### src/rtl/div_seq_ctrl.sv
// div_seq_ctrl: multi-cycle sequencer for DIV/DIVU in the EX stage.
// Radix-2 restoring division, one quotient bit per cycle. The pipeline is
// stalled while the divider is busy. Quotient (LO) and remainder (HI) are
// then presented for one cycle on the HI/LO write path.
module div_seq_ctrl #(
  parameter int WIDTH = 32,
  parameter int CNT_W = 6
) (
  input  logic             clk,
  input  logic             rst_n,
  input  logic             div_start,
  input  logic             div_signed,
  input  logic             annul,
  input  logic [WIDTH-1:0] opa,
  input  logic [WIDTH-1:0] opb,
  output logic             div_stall,
  output logic             result_valid,
  output logic [WIDTH-1:0] lo_out,
  output logic [WIDTH-1:0] hi_out,
  output logic             div_zero
);

  typedef enum logic [1:0] {
    IDLE,
    BUSY,
    DONE
  } state_t;

  state_t           state;
  logic [CNT_W-1:0] cnt;
  logic [WIDTH-1:0] rem_q;
  logic [WIDTH-1:0] quo_q;
  logic [WIDTH-1:0] dvsr_q;
  logic             sign_q;
  logic             sign_r;

  logic             start_ok;
  logic [WIDTH-1:0] opa_mag;
  logic [WIDTH-1:0] opb_mag;
  logic [WIDTH:0]   shifted;
  logic             trial_ge;
  logic [WIDTH-1:0] trial_diff;
  logic [WIDTH-1:0] rem_next;
  logic [WIDTH-1:0] quo_next;
  logic             last_step;

  assign start_ok  = div_start & ~annul;
  assign last_step = (cnt == CNT_W'(WIDTH - 1));

  // Operand magnitudes and the trial subtraction for one restoring step
  always_comb begin
    opa_mag    = opa;
    opb_mag    = opb;
    if (div_signed && opa[WIDTH-1]) opa_mag = '0 - opa;
    if (div_signed && opb[WIDTH-1]) opb_mag = '0 - opb;
    shifted    = {rem_q, quo_q[WIDTH-1]};
    trial_ge   = (shifted >= {1'b0, dvsr_q});
    trial_diff = shifted[WIDTH-1:0] - dvsr_q;
    rem_next   = trial_ge ? trial_diff : shifted[WIDTH-1:0];
    quo_next   = {quo_q[WIDTH-2:0], trial_ge};
  end

  // Pipeline stall: held while a request is being accepted or the divider is iterating
  always_comb begin
    div_stall = 1'b0;
    if (rst_n) begin
      case (state)
        IDLE:    div_stall = start_ok;
        BUSY:    div_stall = 1'b1;
        default: div_stall = 1'b0;
      endcase
    end
  end

  // Sequencer FSM with datapath registers and registered result outputs
  always_ff @(posedge clk or negedge rst_n) begin
    if (!rst_n) begin
      state        <= IDLE;
      cnt          <= '0;
      rem_q        <= '0;
      quo_q        <= '0;
      dvsr_q       <= '0;
      sign_q       <= 1'b0;
      sign_r       <= 1'b0;
      lo_out       <= '0;
      hi_out       <= '0;
      div_zero     <= 1'b0;
      result_valid <= 1'b0;
    end else begin
      case (state)
        IDLE: begin
          result_valid <= 1'b0;
          if (start_ok) begin
            if (opb == '0) begin
              lo_out       <= '1;
              hi_out       <= opa;
              div_zero     <= 1'b1;
              result_valid <= 1'b1;
              state        <= DONE;
            end else begin
              rem_q  <= '0;
              quo_q  <= opa_mag;
              dvsr_q <= opb_mag;
              sign_q <= div_signed & (opa[WIDTH-1] ^ opb[WIDTH-1]);
              sign_r <= div_signed & opa[WIDTH-1];
              cnt    <= '0;
              state  <= BUSY;
            end
          end
        end
        BUSY: begin
          if (annul) begin
            cnt   <= '0;
            state <= IDLE;
          end else begin
            rem_q <= rem_next;
            quo_q <= quo_next;
            cnt   <= cnt + 1'b1;
            if (last_step) begin
              lo_out       <= sign_q ? ('0 - quo_next) : quo_next;
              hi_out       <= sign_r ? ('0 - rem_next) : rem_next;
              div_zero     <= 1'b0;
              result_valid <= 1'b1;
              state        <= DONE;
            end
          end
        end
        DONE: begin
          result_valid <= 1'b0;
          state        <= IDLE;
        end
        default: begin
          result_valid <= 1'b0;
          state        <= IDLE;
        end
      endcase
    end
  end

endmodule

### config.mk
export PLATFORM = sky130hd
export DESIGN_NAME = div_seq_ctrl
export DESIGN_NICKNAME = d
export VERILOG_FILES = /design/src/rtl/div_seq_ctrl.sv
export SDC_FILE = /design/constraint.sdc
export NUM_CORES = 1
export LEC_CHECK = 0
export ABC_AREA = 1
export CAP_MARGIN = 40
export CORE_MARGIN = 4
export CORE_UTILIZATION = 57
export DETAILED_ROUTE_END_ITERATION = 7
export MAX_ROUTING_LAYER = met4
export PLACE_DENSITY = 0.88
export RECOVER_POWER = 25
export SYNTH_ARGS = -nofsm -noshare
export SYNTH_HDL_FRONTEND = slang
export SYNTH_SLANG_ARGS = --single-unit
### constraint.sdc
create_clock -name clk -period 6.8 [get_ports clk]
set_input_delay 2.04 -clock clk [delete_from_list [all_inputs] [get_ports clk]]
set_output_delay 2.04 -clock clk [all_outputs]
set_load 0.02 [all_outputs]
=== Word level (Yosys, flattened, before mapping) ===
Cells that the tools add are included.

* Register bits after elaboration: 172
* Input bits: 69
* Logic and storage cells: 87

* $add $sub $neg: 6
* $lt $le $gt $ge: 1
* Equality and inequality tests: 8
* Mux-type cells: 44
* Bitwise operators: 6
* Reduce and logical (&&, ||, !) cells: 11

{| class="wikitable"
|+ Operator list
! cell !! number
|-
| $mux 32 || 19
|-
| $pmux 32 s2 || 4
|-
| $sub 1x32->32 const A || 4
|-
| $ge 33x32->1 || 1
|-
| $logic_not 32->1 || 1
|-
| $sub 32x32->32 || 1
|-
| $mux 6 || 3
|-
| $pmux 6 s2 || 1
|-
| $ne 2x2->1 const B || 5
|-
| $mux 1 || 9
|-
| $mux 2 || 4
|-
| $add 6x1->6 const B || 1
|-
| $eq 6x5->1 const B || 1
|-
| $pmux 1 s2 || 3
|-
| $reduce_and 3->1 || 2
|-
| $reduce_and 5->1 || 1
|-
| $pmux 2 s2 || 1
|-
| $reduce_and 2->1 || 2
|-
| $reduce_and 4->1 || 1
|-
| $and 1x1->1 || 3
|-
| $ne 3x3->1 const B || 1
|-
| $eq 2x1->1 const B || 1
|-
| $logic_and 1x1->1 || 2
|-
| $logic_not 2->1 || 1
|-
| other kinds (3) || 4
|}

=== Logic depth before layout (Yosys ltp) ===
Gate-level depths: netlist of the first run.

* Word-level depth: 7
* Mapped depth: 29

=== Worst setup path before layout of the first run ===
Ideal clock, no wire load.

* Kind: input to output
* Start: input port annul
* End: output port div_stall
* Arrival: 2.578 ns
* Data required time: 4.760 ns
* Path slack: 2.182 ns
* Cell stages on the path: 4
* Path buffers: 0
* Cells stage by stage: inv_1 > nand2_1 > nor3_1 > o21a_1

* Cells in the longest elaborated chain, start to end: 4

{| class="wikitable"
|+ Ends and longest elaborated chain
! item !! line !! text
|-
| start, declared || 13 || <nowiki>input logic annul,</nowiki>
|-
| $not 1->1 || 47 || <nowiki>assign start_ok = div_start & ~annul;</nowiki>
|-
| $and 1x1->1 || 47 ||
|-
| $pmux 1 s2 || 67 || <nowiki>case (state)</nowiki>
|-
| $mux 1 || 66 || <nowiki>if (rst_n) begin</nowiki>
|-
| end, declared || 16 || <nowiki>output logic div_stall,</nowiki>
|}

No other way between the ends.

=== Final worst setup path of the first run ===
Ends and elaborated chain as after synthesis.

==> summary.txt, run 1 <==
GPL Wtd Cong -> 0.984
top-area cell type share of the netlist area -> 32.9%
largest net degree at the start of global routing -> 97
Seq/Total Area, Yosys -> 32.9%
DR DRC count -> 0
count leader, synth -> nand2_1
number of buffers inserted by hold repair at cts -> 0
cell count after placement -> 2389
status -> finished, violations left
HPWL after detailed placement -> 32.5 mm
total gr overflow -> 0
reg-to-reg slack, setup -> 1670 ps
total track usage -> 33.7%
main combinational cell family by area after synthesis -> simple AND/OR/NAND/NOR gates
FILL cells -> 1977
main flop type after synthesis -> dfrtp_1
Worst setup EP type -> primary output
max cap viols -> 2
post-CTS resize count -> 0
Ports -> 136
WL final -> 42.3 mm
Post-Synth Simple-Gate Area -> 34.8%
vias in the first global route -> 13200
failing checks -> max-capacitance violations, max-slew violations
cell area after synthesis -> 0.0131 mm^2
Synth area leader -> dfrtp_1
Worst Setup EP -> div_stall
setup TNS -> 0 ps
layout cells sized above 1 -> 5.10%
Port Buf Inserts -> 135
Synth cell types -> 53
Tmin final -> 5670 ps
clk_lat worst skew -> 450 ps
mux share of post-synthesis cell area -> 0%
total vias in the final route -> 14100
mean post-synth cell area -> 6.49 um^2
FF+latch count, synth -> 172
PwrDens -> 607 mW/mm^2
setup violators final -> 0
DR iter-0 viols -> 1553
clk sinks -> 172
Worst EP required -> 4760 ps
CTS root buffer -> clkbuf_16
first-pass GRT wire length -> 67.5 mm
antenna viol nets, final -> 0
Max Slew Vio Count -> 117
Clock Tree Buf Depth -> 2
fmax -> 176 MHz
RSZ-0062 raised after global routing -> false
xor/xnor share of the synthesized area -> 4.29%
top cells by area, synth -> dfrtp_1, nand2_1, inv_1
worst r2r path cells -> 23
worst r2r dst -> lo_out[26]
final hold vios -> 0
CP max FO -> 3
adder-cell share of the synthesized area -> 3.69%
CTS clock-pin slew for the worst setup and hold paths -> 70 ps
core area -> 0.0226 mm^2
CTS tree -> done
Ys Warns -> 0
Synth Area in Compound Gates -> 14.5%
Post-synth EDFFs -> 0
Num CTS Buffers -> 17
Relative slew margins -> -124%
Peak VDD IR -> 0.000595 V
Initial Utilization -> 57.8%
Gate Count Post-Synth -> 2016
final std cells w/o fill -> 2423
syn nets -> 2123
Worst-Margin Slew -> 3360 ps
commonest cells in the netlist -> nand2_1, inv_1, nor2_1
die area -> 0.0254 mm^2
Layout area overhead -> 17.1%
Setup crit start -> annul
Via density -> 5.82
async set or reset register ratio after synthesis -> 100%
Rows -> 55
wire length per cell -> 17.5 um
Die Span X -> 159 um
Die H -> 159 um
CP arrival -> 3630 ps
first-pass iteration count of the detailed router -> 8
Setup Skew -> 18.5 ps
CTS H-Tree Depth -> 4
Post-CTS Setup Inserts -> 0
initial antenna violation count -> 1
Leakage Power -> 7.55 nW
startpoint types -> primary input
Hold Path Class -> reg -> reg
Final nets -> 2231
worst flop-to-flop path startpoint -> rem_q[11]
fin crit share -> 83.4%
Worst Setup Path Type -> in -> out
==> critical path, stage by stage <==
cell	delay [ps]
clkdlybuf4s50_1	430
inv_1	110
nand2_1	80
nor3_1	220
o21a_1	150
clkdlybuf4s50_1	590
==> registers in the layout, summed over array words and instances (netlist names) <==
| register | cells |
|---|---|
| lo_out | 32 |
| sign_r | 1 |
| hi_out | 32 |
| sign_q | 1 |
| state | 2 |
| dvsr_q | 32 |
| result_valid | 1 |
| div_zero | 1 |
| quo_q | 32 |
| cnt | 6 |
| rem_q | 32 |
==> routing by layer <==
| layer | routed length [um] | part of all wire (%) | GRT usage (%) | up-vias |
|---|---|---|---|---|
| li1 | - | - | - | 6751 |
| met1 | 18200 | 43 | 46.0 | 6546 |
| met2 | 18800 | 45 | 51.3 | 681 |
| met3 | 3850 | 9.1 | 5.57 | 115 |
| met4 | 1470 | 3.5 | 11.3 | 0 |
| met5 | 0 | 0 | - | - |
==> final cells by class <==
class | instances | area, um^2 | share of cell area, %
clock buffers | 17 | 425 | 2.78
clock inverters | 15 | 174 | 1.14
inverters | 265 | 995 | 6.49
repair buffers | 157 | 1560 | 10.2
diodes | 1 | 2.50 | 0.0163
flip-flops and latches | 172 | 4300 | 28.1
multi-input cells | 1511 | 7510 | 49.0
well taps | 285 | 357 | 2.33
==> stage by stage <==
stage	utilization, %	hold slack, ps	setup WS, ps	cell area [um^2]	total power, mW
6_report	67.7	483	1130	15300	9.29
3_5_place_dp	65.0	466	1120	14700	8.12
5_1_grt	67.7	503	1040	15300	10.1
2_1_floorplan	-	449	2180	13100	6.22
4_1_cts	67.7	485	1110	15300	9.17
3_3_place_gp	64.7	462	1200	14600	7.94
==> cell usage in the layout, fill, tap and decap left out, types with 6 or more instances in the layout <==
master	count
clkbuf_16	17
xnor2_1	9
o221ai_1	13
o21ai_1	8
inv_1	255
nor2_4	7
a31oi_1	12
nor3_1	31
xor2_1	55
nand3b_1	6
ha_1	37
nand2_2	14
nand4_1	31
or2_2	6
dfrtp_1	172
o22ai_1	9
inv_2	7
o211ai_1	12
nand2_1	606
nand3_1	141
o21bai_1	7
buf_4	16
nor4_1	8
o21ai_0	165
o31ai_1	12
a21oi_1	77
nor2_1	202
clkdlybuf4s50_1	134
nor2_2	7
==> where the power goes <==
part / internal, mW / total, mW / leakage (nW) / switching (mW)
clock network: 0.524 / 1.00 / 0.287 / 0.477
logic: 2.07 / 6.47 / 5.14 / 4.40
registers: 1.48 / 1.83 / 2.12 / 0.343
total: 4.07 / 9.29 / 7.55 / 5.22
==> worst min-delay path by stage <==
stage	from	endpoint	slack (ps)	cells after the start
6_report	lo_out[5]	lo_out[5]	480	2
2_1_floorplan	quo_q[29]	quo_q[29]	450	2
4_1_cts	hi_out[23]	hi_out[23]	490	2
5_1_grt	hi_out[26]	hi_out[26]	500	2
3_3_place_gp	lo_out[3]	lo_out[3]	460	2
3_5_place_dp	hi_out[23]	hi_out[23]	470	2
==> logic make-up after synthesis <==
family,Yosys count
DFF,172
AOI/OAI and AO/OA,335
xor gates and xnor gates,64
buffers and inverters,333
and+or+nand+nor,1074
adders and majority gates,38
No activity file was read; power rests on OpenSTA's default activity.
==> run 2, diff against run 1 <==
clock period = 5.8 ns   (was 6.8 ns; I/O delays follow)
==> summary.txt, run 2 (synthesis results as in run 1) <==
total track usage -> 33.7% (about the same)
total vias in the final route -> 14100 (+0.085%)
post-CTS resize count -> 0 (unchanged)
worst r2r dst -> hi_out[10]
WL final -> 42.3 mm (-0.11%)
worst flop-to-flop path startpoint -> rem_q[7]
Via density -> 5.82 (about the same)
Die Span X -> 159 um (unchanged)
Max Slew Vio Count -> 36 (-69%)
die area -> 0.0254 mm^2 (unchanged)
CP arrival -> 3350 ps (-280 ps)
Initial Utilization -> 57.8% (unchanged)
Psw -> 6.17 mW (+18%)
Layout area overhead -> 17.6%
Final nets -> 2234 (+0.13%)
total gr overflow -> 0 (unchanged)
GPL Wtd Cong -> 0.978 (-0.57%)
wire length per cell -> 17.4 um (-0.20%)
cell internal pwr -> 4.76 mW (+17%)
PwrDens -> 710 mW/mm^2 (+17%)
initial antenna violation count -> 0 (-1)
Setup crit start -> annul
vias in the first global route -> 13100 (-0.69%)
Worst setup EP type -> primary output
end-of-flow core utilization -> 68.0% (+0.30 points)
crit path cell chain -> clkdlybuf4s50_1, inv_1, nand2_1, nor3_1, o21a_1, clkdlybuf4s50_1
Port Buf Inserts -> 135 (unchanged)
commonest cells after routing, fill and taps aside -> nand2_1, inv_1, nor2_1
failing checks -> max-capacitance violations, max-slew violations
max cap viols -> 1 (-1)
number of buffers inserted by hold repair at cts -> 0 (unchanged)
clk sinks -> 172 (unchanged)
Ports -> 136 (unchanged)
Num CTS Buffers -> 17 (unchanged)
Worst-Margin Slew -> 1890 ps (-1470 ps)
Setup Skew -> 12.5 ps (-6.08 ps)
largest net degree at the start of global routing -> 96 (-1.0%)
Most common cell on crit path -> clkdlybuf4s50_1
CTS H-Tree Depth -> 4 (unchanged)
RSZ-0062 raised after global routing -> false
Rows -> 55 (unchanged)
CP max FO -> 3 (unchanged)
Peak VDD IR -> 0.000828 V (+39%)
most common cell after layout, fill and taps aside -> nand2_1
Leakage Power -> 7.59 nW (+0.52%)
min-delay src -> hi_out[28]
Comb power frac -> 69.5% (about the same)
CTS clock-pin slew for the worst setup and hold paths -> 70 ps (about the same)
Reg power frac -> 19.8% (about the same)
core area -> 0.0226 mm^2 (unchanged)
Tmin final -> 5090 ps
reg-to-reg slack, setup -> 1060 ps (-610 ps)
setup TNS -> 0 ps (unchanged)
DR iter-0 viols -> 1737 (+12%)
layout cells sized above 1 -> 5.28% (+0.18 points)
setup violators final -> 0 (unchanged)
CTS tree -> done
DR DRC count -> 0 (unchanged)
clk_lat worst skew -> 450 ps (about the same)
slowest CP cell -> clkdlybuf4s50_1
diode count -> 0 (-1)
worst r2r path cells -> 23 (unchanged)
Post-CTS Setup Inserts -> 0 (unchanged)
Worst Setup Path Type -> in -> out
switching share of total power -> 56.4% (+0.24 points)
first-pass GRT wire length -> 68.1 mm (+0.86%)
Clock Tree Buf Depth -> 2 (unchanged)
final hold vios -> 0 (unchanged)
fin crit share -> 87.8%
largest stage delay on the critical path -> 590 ps (about the same)
Hold Path Class -> reg -> reg
first-pass iteration count of the detailed router -> 7 (-1)
fmax -> 196 MHz
Die H -> 159 um (unchanged)
Worst EP required -> 4060 ps (-700 ps)
CTS root buffer -> clkbuf_16
startpoint types -> primary input
clock share of power -> 10.7% (about the same)
Relative slew margins -> -26.0% (+98 points)
status -> finished, violations left
antenna viol nets, final -> 0 (unchanged)
Worst Setup EP -> div_stall
HPWL after detailed placement -> 32.7 mm (+0.55%)
run 2: cell count changes in the layout (fill, tap and decap cells not counted), sizes merged:
cell / change
clkinvlp: -2
buf: +4
bufinv: -1
clkbuf: -1
clkinv: +3
diode: -1
run 2: layer usage:
metal  part of all wire, %  routed length (um)  vias up  track usage (%)
met5                     0                   0        -                -
met3                   9.5                4000      105             5.20
li1                      -                   -     6750                -
met1                    43               18200     6501             46.9
met4                   2.8                1170        0             9.82
met2                    45               18900      749             51.3
run 2: how the worst min path moves through the flow:
stage	to	slack, ps	cells after the start
6_report	hi_out[28]	480	2
2_1_floorplan	quo_q[29]	450	2
3_3_place_gp	lo_out[31]	460	2
3_5_place_dp	hi_out[11]	460	2
5_1_grt	hi_out[26]	500	2
4_1_cts	hi_out[27]	490	2
run 2: cell type report:
type	count	area, um^2
clock buffer	17	425
timing repair buffer	160	1630
clock inverter	15	173
sequential	172	4300
tap	285	357
multi-input combinational	1511	7510
fill	1965	7250
inverter	265	995
run 2: through the flow:
step	std cells	hold WS, ps	power, mW	area (um^2)	worst slack (ps)
global placement	2389	464	9.35	14700	814
floorplan	2016	449	7.29	13100	1780
CTS	2425	488	10.8	15400	711
global route	2425	498	11.9	15400	539
finish	2425	484	10.9	15400	709
detailed placement	2393	465	9.57	14800	708
run 2: worst max-delay path, delay by kind of cell:
family,cells,cell delay (ps)
and+or+nand+nor,2,340
AOI/OAI and AO/OA,1,150
buffers and inverters,3,1110
run 2: power by group through the flow:
stage | logic (mW) | registers (mW) | clock network, mW
after floorplan | 5.02 | 2.27 | 0
after global placement | 7.18 | 2.17 | 0
after detailed placement | 7.40 | 2.17 | 0
after CTS | 7.46 | 2.15 | 1.17
after global routing | 8.41 | 2.22 | 1.22
final | 7.59 | 2.17 | 1.17
